File: src/rtl/ps2_host_tx.sv
// ---------------------------------------------------------------------------
// ps2_host_tx
//
// Host-to-device PS/2 transmitter. It sends one command byte to the keyboard
// over the shared open-drain clock/data pair using the standard host request
// sequence:
//  1. Inhibit: hold the clock low.
//  2. Request: pull data low (the start bit) while the clock is still held.
//  3. Release the clock. The device then generates 11 clocks. On each falling
//     clock edge the host presents the next bit. The 11th edge samples the
//     device acknowledge.
//  4. Wait for the bus to go idle, then report completion.
//
// Ports
//  clk           in   system clock
//  rst_n         in   asynchronous active-low reset
//  tx_data       in   byte to send
//  tx_valid      in   send request, accepted when tx_valid & tx_ready
//  tx_ready      out  high only while idle
//  ps2k_clk      in   PS/2 clock line as seen at the pad
//  ps2k_data     in   PS/2 data line as seen at the pad
//  ps2k_clk_oe   out  1 = pull the PS/2 clock low, 0 = release
//  ps2k_data_oe  out  1 = pull the PS/2 data low, 0 = release
//  busy          out  high from accept until the return to idle
//  tx_done       out  one-cycle pulse at frame end (success or failure)
//  tx_err        out  valid with tx_done: 1 = no acknowledge or timeout
// ---------------------------------------------------------------------------
module ps2_host_tx #(
    parameter int INHIBIT_CYCLES = 5000,
    parameter int SETUP_CYCLES   = 50,
    parameter int TIMEOUT_CYCLES = 750000
) (
    input  logic       clk,
    input  logic       rst_n,
    input  logic [7:0] tx_data,
    input  logic       tx_valid,
    output logic       tx_ready,
    input  logic       ps2k_clk,
    input  logic       ps2k_data,
    output logic       ps2k_clk_oe,
    output logic       ps2k_data_oe,
    output logic       busy,
    output logic       tx_done,
    output logic       tx_err
);

    // One counter times both the inhibit phase and the request phase.
    // It is sized for the longer of the two.
    localparam int PHASE_MAX = (INHIBIT_CYCLES > SETUP_CYCLES) ? INHIBIT_CYCLES : SETUP_CYCLES;
    localparam int PW        = $clog2(PHASE_MAX + 1);
    localparam int TW        = $clog2(TIMEOUT_CYCLES + 1);

    localparam logic [PW-1:0] INHIBIT_LAST = PW'(INHIBIT_CYCLES - 1);
    localparam logic [PW-1:0] SETUP_LAST   = PW'(SETUP_CYCLES - 1);
    localparam logic [TW-1:0] TIMEOUT_LAST = TW'(TIMEOUT_CYCLES - 1);

    typedef enum logic [2:0] {
        ST_IDLE,
        ST_INHIBIT,
        ST_REQUEST,
        ST_SEND,
        ST_WAIT,
        ST_DONE
    } state_t;

    state_t          state_reg;
    logic [7:0]      shift_reg;
    logic            parity_reg;
    logic [3:0]      bit_cnt_reg;
    logic [PW-1:0]   phase_cnt_reg;
    logic [TW-1:0]   to_cnt_reg;
    logic            nack_reg;

    logic            clk_oe_reg;
    logic            data_oe_reg;
    logic            busy_reg;
    logic            ready_reg;
    logic            done_reg;
    logic            err_reg;

    // Pad synchronisers. They reset to 1 (idle bus) so that coming out of
    // reset never produces a false falling edge.
    logic            clk_r0_reg;
    logic            clk_r1_reg;
    logic            clk_r2_reg;
    logic            data_r0_reg;
    logic            data_r1_reg;
    logic            fall;

    assign fall = ~clk_r1_reg & clk_r2_reg;

    always_ff @(posedge clk or negedge rst_n) begin
        if (!rst_n) begin
            clk_r0_reg  <= 1'b1;
            clk_r1_reg  <= 1'b1;
            clk_r2_reg  <= 1'b1;
            data_r0_reg <= 1'b1;
            data_r1_reg <= 1'b1;
        end else begin
            clk_r0_reg  <= ps2k_clk;
            clk_r1_reg  <= clk_r0_reg;
            clk_r2_reg  <= clk_r1_reg;
            data_r0_reg <= ps2k_data;
            data_r1_reg <= data_r0_reg;
        end
    end

    // Main FSM. All outputs are registered here.
    // Because the reset is asynchronous, the bus lines are released at the
    // instant rst_n falls, even in the middle of a frame.
    always_ff @(posedge clk or negedge rst_n) begin
        if (!rst_n) begin
            state_reg     <= ST_IDLE;
            shift_reg     <= 8'h00;
            parity_reg    <= 1'b0;
            bit_cnt_reg   <= 4'd0;
            phase_cnt_reg <= '0;
            to_cnt_reg    <= '0;
            nack_reg      <= 1'b0;
            clk_oe_reg    <= 1'b0;
            data_oe_reg   <= 1'b0;
            busy_reg      <= 1'b0;
            ready_reg     <= 1'b1;
            done_reg      <= 1'b0;
            err_reg       <= 1'b0;
        end else begin
            // tx_done and tx_err are pulses. Each assertion below lasts one cycle.
            done_reg <= 1'b0;
            err_reg  <= 1'b0;

            case (state_reg)
                ST_IDLE: begin
                    if (tx_valid) begin
                        shift_reg     <= tx_data;
                        parity_reg    <= ~^tx_data;   // odd parity
                        bit_cnt_reg   <= 4'd0;
                        phase_cnt_reg <= '0;
                        clk_oe_reg    <= 1'b1;
                        data_oe_reg   <= 1'b0;
                        busy_reg      <= 1'b1;
                        ready_reg     <= 1'b0;
                        state_reg     <= ST_INHIBIT;
                    end
                end

                ST_INHIBIT: begin
                    if (phase_cnt_reg == INHIBIT_LAST) begin
                        phase_cnt_reg <= '0;
                        data_oe_reg   <= 1'b1;        // start bit
                        state_reg     <= ST_REQUEST;
                    end else begin
                        phase_cnt_reg <= phase_cnt_reg + PW'(1);
                    end
                end

                ST_REQUEST: begin
                    if (phase_cnt_reg == SETUP_LAST) begin
                        clk_oe_reg <= 1'b0;           // hand the clock to the device
                        to_cnt_reg <= '0;
                        state_reg  <= ST_SEND;
                    end else begin
                        phase_cnt_reg <= phase_cnt_reg + PW'(1);
                    end
                end

                ST_SEND: begin
                    // The timeout is checked first, so it wins over a falling
                    // edge that arrives in the same cycle.
                    if (to_cnt_reg == TIMEOUT_LAST) begin
                        clk_oe_reg  <= 1'b0;
                        data_oe_reg <= 1'b0;
                        done_reg    <= 1'b1;
                        err_reg     <= 1'b1;
                        busy_reg    <= 1'b0;
                        ready_reg   <= 1'b1;
                        state_reg   <= ST_IDLE;
                    end else begin
                        to_cnt_reg <= to_cnt_reg + TW'(1);
                        if (fall) begin
                            // bit_cnt_reg holds the number of falls seen so far.
                            // Fall n therefore sees the value n-1.
                            bit_cnt_reg <= bit_cnt_reg + 4'd1;
                            case (bit_cnt_reg)
                                4'd0, 4'd1, 4'd2, 4'd3,
                                4'd4, 4'd5, 4'd6, 4'd7:
                                    data_oe_reg <= ~shift_reg[bit_cnt_reg[2:0]];
                                4'd8:
                                    data_oe_reg <= ~parity_reg;
                                4'd9:
                                    data_oe_reg <= 1'b0;      // stop bit
                                default: begin
                                    // 11th fall: the device acknowledges by
                                    // pulling data low.
                                    data_oe_reg <= 1'b0;
                                    nack_reg    <= data_r1_reg;
                                    state_reg   <= ST_WAIT;
                                end
                            endcase
                        end
                    end
                end

                ST_WAIT: begin
                    if (to_cnt_reg == TIMEOUT_LAST) begin
                        clk_oe_reg  <= 1'b0;
                        data_oe_reg <= 1'b0;
                        done_reg    <= 1'b1;
                        err_reg     <= 1'b1;
                        busy_reg    <= 1'b0;
                        ready_reg   <= 1'b1;
                        state_reg   <= ST_IDLE;
                    end else begin
                        to_cnt_reg <= to_cnt_reg + TW'(1);
                        // Leave only once the device has let go of both lines.
                        if (clk_r2_reg && data_r1_reg) begin
                            done_reg  <= 1'b1;
                            err_reg   <= nack_reg;
                            state_reg <= ST_DONE;
                        end
                    end
                end

                ST_DONE: begin
                    busy_reg  <= 1'b0;
                    ready_reg <= 1'b1;
                    state_reg <= ST_IDLE;
                end

                default: begin
                    clk_oe_reg  <= 1'b0;
                    data_oe_reg <= 1'b0;
                    busy_reg    <= 1'b0;
                    ready_reg   <= 1'b1;
                    state_reg   <= ST_IDLE;
                end
            endcase
        end
    end

    assign tx_ready     = ready_reg;
    assign ps2k_clk_oe  = clk_oe_reg;
    assign ps2k_data_oe = data_oe_reg;
    assign busy         = busy_reg;
    assign tx_done      = done_reg;
    assign tx_err       = err_reg;

endmodule

File: config.mk
export PLATFORM = sky130hd
export DESIGN_NAME = ps2_host_tx
export DESIGN_NICKNAME = d
export VERILOG_FILES = /design/src/rtl/ps2_host_tx.sv
export SDC_FILE = /design/constraint.sdc
export NUM_CORES = 1
export LEC_CHECK = 0
export BUFFER_PORTS_ARGS = -buffer_cell sky130_fd_sc_hd__buf_2
export CORE_MARGIN = 1
export CORE_UTILIZATION = 60
export DETAILED_ROUTE_END_ITERATION = 10
export MAX_ROUTING_LAYER = met4
export PLACE_DENSITY = 0.83
export REMOVE_ABC_BUFFERS = 1
export SYNTH_ARGS = -nofsm -noshare
export SYNTH_HDL_FRONTEND = slang
export SYNTH_SLANG_ARGS = --single-unit
File: constraint.sdc
create_clock -name clk -period 4.05 [get_ports clk]
set_input_delay 0.405 -clock clk [delete_from_list [all_inputs] [get_ports clk]]
set_output_delay 0.405 -clock clk [all_outputs]
set_load 0.05 [all_outputs]
After elaboration in Yosys (flattened, before gate mapping). Cells that the tools add are included.

Add/sub/neg operators: 3. $lt $le $gt $ge: 1. Equal/unequal tests: 29. Mux-type cells: 42. Bitwise operators: 9. Reduce and logical (&&, ||, !) cells: 22.

Operators with widths (number): $mux 20 (2); $pmux 20 s2 (1); $mux 13 (3); $pmux 13 s3 (1); $mux 3 (8); $add 20x1->20 const B (1); $eq 20x20->1 const B (1); $eq 4x3->1 const B (4); $ne 2x2->1 const B (8); $pmux 3 s5 (1); $mux 1 (14); $add 13x1->13 const B (1); $eq 13x13->1 const B (1); $eq 13x6->1 const B (1); $mux 4 (3); $reduce_and 4->1 (3); $reduce_or 10->1 (1); $ne 3x3->1 const B (3); $reduce_and 3->1 (3); $eq 4x2->1 const B (2); $eq 4x4->1 const B (2); $not 1->1 (8); $pmux 4 s2 (1); $reduce_or 2->1 (4); other kinds (23) (29).

Flip-flop bits (word level): 61. Input bits: 13. Output and inout port bits: 6. Logic and storage cells: 124.

Depth between registers and ports, before layout.
Depth in word-level cells: 7. Depth in mapped cells: 9.

Worst setup path after synthesis. No wires, ideal clock.

Kind: reg2reg. From: reg to_cnt_reg[0]. To: reg state_reg[0]. Setup time: 120 ps. Data arrival time: 1940 ps. Path slack: 1991 ps. Stages on the path, launching flop included: 9. Buffers on the path: 1. Period minus slack after synthesis: 2059 ps. Cell sequence: dfrtp_1 > ha_1 > and3_1 > nand2_1 > or4_1 > buf_2 > a31oi_2 > a21oi_1 > a31o_1.

Cells in the longest elaborated chain, start to end: 3. Elaborated cells on any way between the ends: 8. Classes of those cells: 4 x eq/ne; 3 x mux; 1 x reduce/logical.

Ends and longest elaborated chain: from (decl) (RTL line 71) `logic [TW-1:0] to_cnt_reg;`; from (signal assigned) (RTL line 178) `to_cnt_reg <= to_cnt_reg + TW'(1);`; from (signal assigned) (RTL line 213) `to_cnt_reg <= to_cnt_reg + TW'(1);`; $eq 20x20->1 (*) (RTL line 169, 204); $ne 3x3->1 (no line) (tied with other cells); $reduce_and 6->1 (no line) / $pmux 3 s5 (equally long branches); to (signal assigned) (RTL line 176) `state_reg <= ST_IDLE;`; to (signal assigned) (RTL line 211) `state_reg <= ST_IDLE;`; to (signal assigned) (RTL line 218) `state_reg <= ST_DONE;`; to (decl) (RTL line 66) `state_t state_reg;`.

Mark *: on every way between the ends. The rest lies on a longest branch, timed or not. A chain may end at the register's enable or synchronous reset.

Worst setup path after layout. Ends and elaborated chain as after synthesis.

==> flow_summary.toml <==
[logic_synthesis]
syn_avg_cell_area_sq_um = 9.51
synth-main-ff-cell = "dfrtp_1"
synth_edf_count = 0
synth_area_leaders = "dfrtp_1 41%, xnor2_1 6.6%, nand2_1 6.1%"
synthSimpleGateAreaFrac_pct = 27.5
synth.top_cell.area_share_pct = 41.2
synthAdderAreaFrac_pct = 2.62
ys_seq_area_share_pct = 45.9
synth_top_family_by_area = "simple AND/OR/NAND/NOR gates"
synthMuxAreaShare_pct = 2.59
synth-warning-count = 0
yosysTopAreaCell = "dfrtp_1"
syn_inst = 351
synth-compound-area-share_pct = 9.78
synth.distinct_cells = 62
synthesis.area_sq_um = 3340
yosys-top-cells-count = "55 x dfrtp_1, 54 x nand2_1, 37 x nor2_1"
synthXorXnorAreaFrac_pct = 8.39
yosysMostFrequentCell = "dfrtp_1"
ys_async_sr_fraction_pct = 100
ys_ff_latch = 61

[min_path]
hp-class = "in -> async"

[cts]
clkLatencyLatePin_ns = 0.34
clockBufferDepth = 2
cts-root-buf = "clkbuf_8"
numCtsBuffers = 9
tritoncts = "built"
cts.clk_slew.worst_paths_ns = 0.07
post_cts_buffers = 0
cts_resized = 0
clock-sinks = 61
htreeDepth = 3
ctsHoldBuffers = 0

[placement]
gp_congestion = 0.919
port_buffers = 18
dp_cells = 430
dp_hpwl_um = 4820

[pwr]
ir_worst_vdd_uv = 327
p_per_area_nw_per_um2 = 592
leakage_uw = 0.00160

[global_routing]
grt_start_max_net_pins = 36
grt_pass1_wl_um = 12200
grt_util_met3_pct = 6.23
grt_util_met1_pct = 35.0
grt.busiest_layer = "met2"
gr-total-overflow = 0
grt_pass1_vias = 2663
grtUsageMet2_pct = 41.4
grtUsageTotal_pct = 27.5
antenna_found_initial = 0

[critical_path]
critPathKind = "reg -> reg"
crit_path_start_kind = "flip-flop"
required_ns = 4.29
max_stage_delay_ns = 0.70
path_cells = "ha_1, and3_1, nand2_1, or4_1, a31oi_2, a21oi_1, a31o_1"
worstPathMaxFanout = 8
r2r-end = "state_reg[0]"
r2r_cells = 7
cp-end-kind = "flip-flop"
crit_arrival_ns = 2.58
regToRegStartpoint = "to_cnt_reg[0]"
reg2reg_slack_ns = 1.71
slowest_stage = "or4_1"

[timing]
fin_skew_ns = 0.00980
setup_violations = 0
max_slew.worst_pin.slew_ns = 0.704
max_freq_ghz = 0.427
post-route-period-util_pct = 57.8
worst_slew_margin_rel_pct = 52.4
period_minus_slack_ns = 2.34
slew_viol_final = 0
setup_tns_ns = 0
rsz0062_at_grt = "no"
hold_viol = 0

[floorplan]
core-area_sq_um = 5240
io_pins = 19
die_area_sq_um = 5870
num_rows = 26
die_y_um = 76.6
die_w_um = 76.6
start_util_pct = 63.8

[finish]
fill_cells = 416
finalNetCount = 391
post-route-util_pct = 70.1
diodes = 0
final_layout_size_suffix_gt1_share_pct = 15.4
area_growth_pct = 9.89
largest_register_ff_count = 20
layout.cells.non_filler = 446

[status]
status = "completed"

[routing]
post_drt_wl_per_cell_um = 15.3
drc_errors = 0
num_vias = 2660
viasPerCell = 5.96
drt-initial-drc-count = 234
routed_wl_um = 6820
postRouteAntennaNets = 0
drt_first_pass_iters = 4

[flow_run]
drv_cap = 0
kinds of logic (layout without fill, tap and decap cells):
logic type | after synthesis | count (layout)
mux | 6 | 6
compound gates | 48 | 48
buf+inv | 22 | 47
flops | 61 | 61
simple gates | 175 | 175
fa+ha+maj | 7 | 7
xor+xnor | 32 | 32
layer usage:
metal  wire length (um)  part of all wire (%)  vias to the layer above
li1                   -                     -                     1279
met1               3170                    46                     1282
met3                296                   4.3                       17
met4                191                   2.8                        0
met2               3170                    46                       82
met5                  0                     0                        -
worst max path at each step:
stage | from | end | depth (start not counted) | slack [ns]
after global placement | to_cnt_reg[0] | busy | 7 | 1.84
final | to_cnt_reg[0] | state_reg[0] | 7 | 1.71
after floorplan | to_cnt_reg[0] | state_reg[0] | 7 | 1.94
after CTS | to_cnt_reg[0] | state_reg[0] | 7 | 1.74
after detailed placement | to_cnt_reg[0] | state_reg[0] | 7 | 1.77
after global routing | to_cnt_reg[0] | to_cnt_reg[6] | 7 | 1.49
critical path, delay by kind of cell, from the launching register on:
kind | cells | cell delay, ns
AND/OR/NAND/NOR | 3 | 1.04
flip-flops | 1 | 0.41
adder cells (fa/ha/maj) | 1 | 0.20
AO/OA/AOI/OAI | 3 | 0.58
through the flow:
step | power [uW] | hold WS [ns] | area (sq um) | worst slack (ns)
finish | 2170 | 0.0589 | 3670 | 1.71
global route | 2320 | 0.101 | 3670 | 1.49
CTS | 2190 | 0.0677 | 3670 | 1.74
detailed placement | 1630 | 0.351 | 3470 | 1.77
global placement | 1590 | 0.346 | 3470 | 1.84
floorplan | 1430 | 0.109 | 3270 | 1.94
layout make-up:
| type | count | area [sq um] | area share [%] |
|---|---|---|---|
| Clock buffer | 12 | 155 | 4.23 |
| Inverter | 11 | 41.3 | 1.13 |
| Timing Repair Buffer | 20 | 105 | 2.86 |
| Clock inverter | 4 | 47.5 | 1.30 |
| Multi-Input combinational cell | 268 | 1700 | 46.3 |
| Sequential cell | 61 | 1530 | 41.8 |
| Tap cell | 70 | 87.6 | 2.39 |
power breakdown:
part / internal (uW) / switching, uW / total (uW)
Sequential: 750 / 173 / 923
Clock: 316 / 236 / 552
Combinational: 275 / 425 / 699
Total: 1340 / 834 / 2170
cells in the final DEF (no fill, tap or decap), types with 7 or more instances in the layout:
cell      Yosys  routed
nor3_1       15      15
nand3_1      17      17
xnor2_1      25      25
nor2_1       37      37
inv_1        11      11
nand4_1       7       7
xor2_1        7       7
ha_1          7       7
dfrtp_1      55      55
o21ai_0      10      10
nor4_1        7       7
buf_2         4      18
a21oi_1      11      11
nand2_1      54      54
clkbuf_8      0      11
Note: power is estimated with default switching activity, not from simulation.
